$ cat src/rtl/gray_input_debouncer_pkg.sv
// Shared definitions for the switch-input conditioning stage of the Gray decoder.
// Holds the debouncer state encoding and the default hold-window width.
package gray_input_debouncer_pkg;

    localparam int DEBOUNCE_W_DEFAULT = 6;

    typedef enum logic {
        ST_STABLE = 1'b0,
        ST_COUNT  = 1'b1
    } state_e;

endpackage

$ cat src/rtl/gray_input_debouncer_sync_2ff.sv
// Parameterized-width two-flop synchronizer for asynchronous switch lines.
// Both stages reset to 0.
module sync_2ff
    import gray_input_debouncer_pkg::*;
#(
    parameter int W = 4
) (
    input  logic         clk_pi,
    input  logic         rst_pi,
    input  logic [W-1:0] d_i,
    output logic [W-1:0] q_o
);

    logic [W-1:0] meta_q;
    logic [W-1:0] sync_q;

    always_ff @(posedge clk_pi or posedge rst_pi) begin
        if (rst_pi) begin
            meta_q <= '0;
            sync_q <= '0;
        end else begin
            meta_q <= d_i;
            sync_q <= meta_q;
        end
    end

    assign q_o = sync_q;

endmodule

$ cat src/rtl/gray_input_debouncer.sv
// Synchronizes and debounces the raw switch bus, then presents a stable Gray code
// with a one-cycle valid strobe and a flag for commits that are not a single-bit step.
module gray_input_debouncer
    import gray_input_debouncer_pkg::*;
#(
    parameter int DEBOUNCE_W = DEBOUNCE_W_DEFAULT,
    parameter int CODE_W     = 4
) (
    input  logic              clk_pi,
    input  logic              rst_pi,
    input  logic [CODE_W-1:0] sw_pi,
    output logic [CODE_W-1:0] codigo_gray_po,
    output logic              valid_po,
    output logic              gray_err_po
);

    localparam logic [DEBOUNCE_W-1:0] CNT_MAX = '1;

    logic [CODE_W-1:0]     sample;
    state_e                state_q, state_d;
    logic [CODE_W-1:0]     cand_q, cand_d;
    logic [DEBOUNCE_W-1:0] cnt_q, cnt_d;
    logic [CODE_W-1:0]     code_q, code_d;
    logic                  valid_q, valid_d;
    logic                  err_q, err_d;

    // True when the two codes are exactly one bit apart (a legal Gray step).
    function automatic logic is_gray_step(input logic [CODE_W-1:0] a,
                                          input logic [CODE_W-1:0] b);
        return $countones(a ^ b) == 1;
    endfunction

    sync_2ff #(.W(CODE_W)) u_sync (
        .clk_pi (clk_pi),
        .rst_pi (rst_pi),
        .d_i    (sw_pi),
        .q_o    (sample)
    );

    always_comb begin
        state_d = state_q;
        cand_d  = cand_q;
        cnt_d   = cnt_q;
        code_d  = code_q;
        valid_d = 1'b0;
        err_d   = 1'b0;
        case (state_q)
            ST_STABLE: begin
                if (sample != code_q) begin
                    cand_d  = sample;
                    cnt_d   = '0;
                    state_d = ST_COUNT;
                end
            end
            ST_COUNT: begin
                // Bounce back to the committed code wins over everything else.
                if (sample == code_q) begin
                    state_d = ST_STABLE;
                end else if (sample != cand_q) begin
                    cand_d = sample;
                    cnt_d  = '0;
                end else if (cnt_q == CNT_MAX) begin
                    code_d  = cand_q;
                    valid_d = 1'b1;
                    err_d   = !is_gray_step(cand_q, code_q);
                    state_d = ST_STABLE;
                end else begin
                    cnt_d = cnt_q + 1'b1;
                end
            end
        endcase
    end

    always_ff @(posedge clk_pi or posedge rst_pi) begin
        if (rst_pi) begin
            state_q <= ST_STABLE;
            cand_q  <= '0;
            cnt_q   <= '0;
            code_q  <= '0;
            valid_q <= 1'b0;
            err_q   <= 1'b0;
        end else begin
            state_q <= state_d;
            cand_q  <= cand_d;
            cnt_q   <= cnt_d;
            code_q  <= code_d;
            valid_q <= valid_d;
            err_q   <= err_d;
        end
    end

    assign codigo_gray_po = code_q;
    assign valid_po       = valid_q;
    assign gray_err_po    = err_q;

endmodule

$ cat config.mk
export PLATFORM = sky130hd
export DESIGN_NAME = gray_input_debouncer
export DESIGN_NICKNAME = d
export VERILOG_FILES = /design/src/rtl/gray_input_debouncer_pkg.sv /design/src/rtl/gray_input_debouncer_sync_2ff.sv /design/src/rtl/gray_input_debouncer.sv
export SDC_FILE = /design/constraint.sdc
export NUM_CORES = 1
export LEC_CHECK = 0
export BUFFER_PORTS_ARGS = -buffer_cell sky130_fd_sc_hd__buf_2
export CAP_MARGIN = 10
export CELL_PAD_IN_SITES_DETAIL_PLACEMENT = 1
export CELL_PAD_IN_SITES_GLOBAL_PLACEMENT = 1
export CORE_MARGIN = 5
export CORE_UTILIZATION = 34
export CTS_CLUSTER_SIZE = 20
export DETAILED_ROUTE_END_ITERATION = 8
export PLACE_DENSITY_LB_ADDON = 0.1
export SKIP_LAST_GASP = 1
export SYNTH_ARGS = -nofsm -noshare
export SYNTH_HDL_FRONTEND = slang
export SYNTH_SLANG_ARGS = --single-unit
export TNS_END_PERCENT = 50
$ cat constraint.sdc
create_clock -name clk_pi -period 2.8 [get_ports clk_pi]
set_clock_uncertainty 0.1 [all_clocks]
set_input_delay 0.14 -clock clk_pi [delete_from_list [all_inputs] [get_ports clk_pi]]
set_output_delay 0.14 -clock clk_pi [all_outputs]
set_load 0.03 [all_outputs]
== Yosys cells after proc, flatten, opt, wreduce, memory -nomap -nowiden ==
Cells that the tools add are included.
Widths: inputs -> output; s select.
Operators by class
  reductions and logical operators: 4
  equal/unequal tests: 9
  add/sub/neg operators: 4
  mux-type cells: 22
  bitwise logic cells: 4
Operators by type and width (number)
  $mux 6: 4
  $mux 1: 12
  $mux 4: 3
  $pmux 6 s2: 1
  $ne 4x4->1: 2
  $pmux 4 s2: 1
  $add 6x1->6 const B: 1
  $eq 6x6->1 const B: 1
  $reduce_and 3->1: 2
  $add 1x1->2: 2
  $eq 4x4->1: 1
  $ne 2x2->1 const B: 2
  $reduce_and 4->1: 1
  $xor 4x4->4: 1
  $add 2x2->3: 1
  $eq 3x1->1 const B: 1
  $ne 3x3->1 const B: 1
  $not 1->1: 3
  $ne 2x1->1 const B: 1
  $pmux 1 s2: 1
  $logic_not 1->1: 1
Word-level totals
  input port bits: 6
  bits in registers: 25
  logic and storage cells: 51
  output and inout bits: 6

== Depth between registers and ports, before layout ==
  word-level depth: 9
  depth in mapped cells: 7
  depth with buffers taken out: 7

== Modules after synthesis ==
Synthesis repeated with hierarchy kept, for this count alone.
Second synthesis, totals
  cells, all modules: 90
  area, all modules: 1159.9 um^2
Modules (own cells, without submodules)
  gray_input_debouncer: cells an instance 81, area an instance 955.9 um^2, seq. area each 425.4 um^2, instances 1
  sync_2ff: cells an instance 9, area an instance 203.9 um^2, seq. area each 200.2 um^2, instances 1

== Least setup slack after synthesis ==
Ideal clock, no wire load.
  path type: reg2reg
  from: register code_q[0], in the netlist codigo_gray_po[0]
  to: register err_q, in the netlist gray_err_po
  buffers on the path: 0
  stages on the path, launching flop included: 8
  required time: 2573 ps
  slack: 706 ps
  arrival time: 1866 ps
  cell sequence: dfrtp_1 -> xnor2_1 -> fa_1 -> inv_1 -> ha_1 -> ha_1 -> nor2_1 -> a21boi_0
On the way
  longest elaborated chain between the ends: 9
  elaborated cells on any way between the ends: 10
  those cells by class: 2 x add/sub; 2 x eq/ne; 4 x mux; 1 x bitwise; 1 x reduce/logical
RTL lines
  start: declaration: line gray_input_debouncer.sv:23  | logic [CODE_W-1:0] code_q, code_d;
  start signal: assignment: line gray_input_debouncer.sv:86  | code_q <= code_d;
  $xor 4x4->4: line gray_input_debouncer.sv:30  | return $countones(a ^ b) == 1;
  $add 1x1->2 (implied by the code): line gray_input_debouncer.sv:30
  $add 2x2->3 (implied by the code): line gray_input_debouncer.sv:30
  $eq 3x1->1: line gray_input_debouncer.sv:30
  $logic_not 1->1: line gray_input_debouncer.sv:65  | err_d = !is_gray_step(cand_q, code_q);
  $mux 1: line gray_input_debouncer.sv:62  | end else if (cnt_q == CNT_MAX) begin
  $mux 1: line gray_input_debouncer.sv:59  | end else if (sample != cand_q) begin
  $mux 1 (*): line gray_input_debouncer.sv:57  | if (sample == code_q) begin
  $mux 1 (*): line gray_input_debouncer.sv:47  | case (state_q)
  named net err_d: line gray_input_debouncer.sv:25  | logic err_q, err_d;
  end signal: assignment: line gray_input_debouncer.sv:88  | err_q <= err_d;
  end: declaration: line gray_input_debouncer.sv:25
The timed path passes the listed nets; every way through them passes the cells marked *.
A chain may end at the register's enable or synchronous reset.

== Worst setup path after layout ==
  from: register cand_q[2]
  to: register code_q[2], in the netlist codigo_gray_po[2]
On the way
  longest elaborated chain between the ends: 3
RTL lines
  start: declaration: line gray_input_debouncer.sv:21  | logic [CODE_W-1:0] cand_q, cand_d;
  start signal: assignment: line gray_input_debouncer.sv:84  | cand_q <= cand_d;
  $ne 4x4->1: line gray_input_debouncer.sv:59
  $not 1->1 (no source line)
  $reduce_and 4->1 (no source line)
Parallel ways exist; a longest one is shown, timed or not.

==> run summary <==
Mapped Nets: 100
Area of the mapped netlist: 1130 sq um
Clock transition at the registers of the reported paths: 0.14 ns
Critical hold path startpoint: u_sync.meta_q[2]
CTS Buf Count: 3
LEAKAGE: 0.606 nW
RSZ-0062 raised after global routing: no
Wirelength per Cell: 14.2 um
Post-synthesis sequential area ratio: 0.556
Die W: 67.6 um
Worst path bufs/invs: 0
Final Instance Count excl. Fillers: 152
Hold Path Sink: u_sync.q_o[2]
Post_cts resized: 0
Drt first pass iters: 4
Fin. Hold Viols: 0
Logic pwr share: 0.120
Synth area leader: dfrtp_1
Vias in the first global route: 803
Antenna Nets Post-Route: 0
Yosys cell types: 32
Worst-Margin Slew: 0.935 ns
Slowest cell on the critical path: nor4_4
Hold_buf cts: 5
Core area: 3100 sq um
CTS tree: yes
Synth async-reset ratio: 1.00
Req. time, crit path: 2.93 ns
Postcts setup bufs: 0
Clock share of power: 0.262
Post-synthesis compound-gate area fraction: 0.103
Final setup viols: 0
Worst reg-to-reg setup slack: 0.75 ns
Inserted Diodes: 0
Cell Count Post-Placement: 143
Peak fanout along the critical path: 6
Internal Pwr Total: 462 uW
Crit path DAT: 2.18 ns
Critical path class: flip-flop to flip-flop
Initial drt markers: 12
All-layer global routing usage: 0.117
Fmax: 488 MHz
Setup crit end kind: flip-flop
First-pass GRT wire length: 3.81 mm
Post-synthesis mux area share: 0.0689
CP cell instances: xnor2_1 > o221ai_1 > nor4_4 > mux2_2
Fin crit share: 0.731
Crit path max-delay family: simple AND/OR/NAND/NOR gates
DRC errors left: 0
Most used DFF post-synth: dfrtp_1
Synth area leaders: dfrtp_1 56%, xnor2_1 7.0%, mux2_2 6.0%, ha_1 3.3%, inv_1 2.3%
P_sw: 164 uW
Hold depth: 0
Die extent in y: 67.6 um
DR vias/cell: 4.95
Row count: 20
P&R area growth vs syn: 15.8%
Sw Ratio: 0.262
# clock sinks: 25
H-Tree Depth: 1
GP Congestion: 0.726
Post-DP HPWL: 1.54 mm
Warnings, synthesis: 0
Worst R2R End: codigo_gray_po[2]
PwrDens: 480 nW/um^2
Initial Util: 0.363
Total negative slack: 0 ns
Simple-gate share of the synthesized area: 0.111
Avg Cell Area, Syn: 12.5 sq um
# nets final: 119
Final WL: 2.16 mm
IO buf count: 11
Max Buffers Root-to-Sink: 2
Number of flops mapped to enable cells by yosys: 0
R2R depth: 4
Initial antenna violation count: 0
Kind of path behind the tightest hold check: flip-flop to flip-flop
Synth Area in Adders: 0.0511
Max VDD drop: 0.275 mV
Layout cells sized above 1: 0.222
Max Slew Vio Count: 0
Largest family of logic cells by synthesized area: simple AND/OR/NAND/NOR gates
Gr ovfl total: 0
Share of power burned in registers: 0.619
#FFs+latches synth: 25
Synth Instances: 90
Clock Latency Late Sink: 0.32 ns
Max-cap check violation count: 0
Synth Area in XOR/XNOR: 0.0778
Largest net degree at the start of global routing: 26
Die area: 4560 sq um
Synth top area share: 0.556
Outcome: finished clean
CP peak stage delay: 0.53 ns
Clock root buffer: clkbuf_4
Worst r2r src: cand_q[2]
I/O Pins: 12
Worst rel slew slack: 0.376
Vias: 753
Startpoint Class: flip-flop
Tmin final: 2.05 ns
[synth_stat cells (2+ instances only)]
cell type	number
a21oi_1	4
a311oi_1	2
and3_1	3
buf_2	2
dfrtp_1	25
ha_1	3
inv_1	7
mux2_2	6
nand2_1	3
nand3_1	2
nor2_1	3
o31ai_1	2
xnor2_1	9
[power groups by stage]
stage | Clock [mW] | Sequential, mW | Combinational, mW
finish | 0.164 | 0.387 | 0.0748
global route | 0.195 | 0.390 | 0.0866
CTS | 0.174 | 0.388 | 0.0771
detailed placement | 0 | 0.395 | 0.0715
global placement | 0 | 0.394 | 0.0701
floorplan | 0 | 0.391 | 0.0562
[routing by layer]
| metal | GRT usage | vias to the layer above | share of wire |
|---|---|---|---|
| met4 | 0.0608 | 0 | 0.023 |
| met2 | 0.173 | 11 | 0.48 |
| met3 | 0.0250 | 4 | 0.031 |
| met1 | 0.160 | 384 | 0.46 |
| li1 | - | 354 | - |
| met5 | 0 | - | 0 |
[through the flow]
stage                     utilization  worst slack (ns)  total power, mW  hold slack [ns]  instance area [sq um]
after global routing            0.420             0.613            0.672            0.283                   1300
after detailed placement        0.395             0.747            0.466            0.150                   1230
after global placement          0.395             0.775            0.464            0.149                   1230
after floorplan                     -             0.706            0.447           0.0673                   1130
final                           0.420             0.752            0.626            0.265                   1300
after CTS                       0.420             0.726            0.639            0.269                   1300
[worst register-to-register path: stages, from the launching register on]
cell	delay, ns
dfrtp_1	0.45
xnor2_1	0.19
o221ai_1	0.31
nor4_4	0.53
mux2_2	0.38
[cells in the final DEF (no fill, tap or decap), drive strengths merged]
cell and count:
and4 1, nor2b 1, nor4 1, clkinv 1, and3b 1, nand4 1, nand3 2, a21boi 1
xnor2 9, a21oi 4, o221ai 1, dfrtp 25, o21a 1, and3 3, buf 11, fa 1
o21ai 1, a41oi 1, inv 7, ha 3, dlygate4sd3 5, o2111ai 1, nand2 3, mux2i 1
or3 1, xor2 1, o31ai 2, nor2 3, or2b 1, a32o 1, clkbuf 3, a211oi 1
a311oi 2, nor3 1, mux2 6
[state kept, by name, summed over array words and instances (netlist names)]
register / cells
cand_q: 4
cnt_q: 6
codigo_gray_po: 4
gray_err_po: 1
state_q: 1
u_sync.meta_q: 4
u_sync.q_o: 4
valid_po: 1
[worst max path at each step]
stage                       from                end  slack [ns]  cells after the start
6_report               cand_q[2]  codigo_gray_po[2]        0.75                      4
3_3_place_gp           cand_q[2]  codigo_gray_po[1]        0.78                      4
4_1_cts                cand_q[2]  codigo_gray_po[2]        0.73                      4
3_5_place_dp           cand_q[2]  codigo_gray_po[2]        0.75                      4
5_1_grt                cand_q[2]  codigo_gray_po[1]        0.61                      4
2_1_floorplan  codigo_gray_po[0]        gray_err_po        0.71                      7
[logic make-up after synthesis]
family | count (synthesis)
and+or+nand+nor | 19
DFF | 25
muxes | 7
xor gates and xnor gates | 10
buffers and inverters | 9
adders and majority gates | 4
AOI/OAI and AO/OA | 16
[layout make-up]
cell class / instances / area [sq um]
fillers: 351 / 1800
well taps: 44 / 55.1
repair buffers: 16 / 105
inverters: 7 / 26.3
flip-flops and latches: 25 / 626
multi-input cells: 56 / 464
clock buffers: 3 / 22.5
clock inverters: 1 / 5.00
Note: power is estimated with default switching activity, not from simulation.
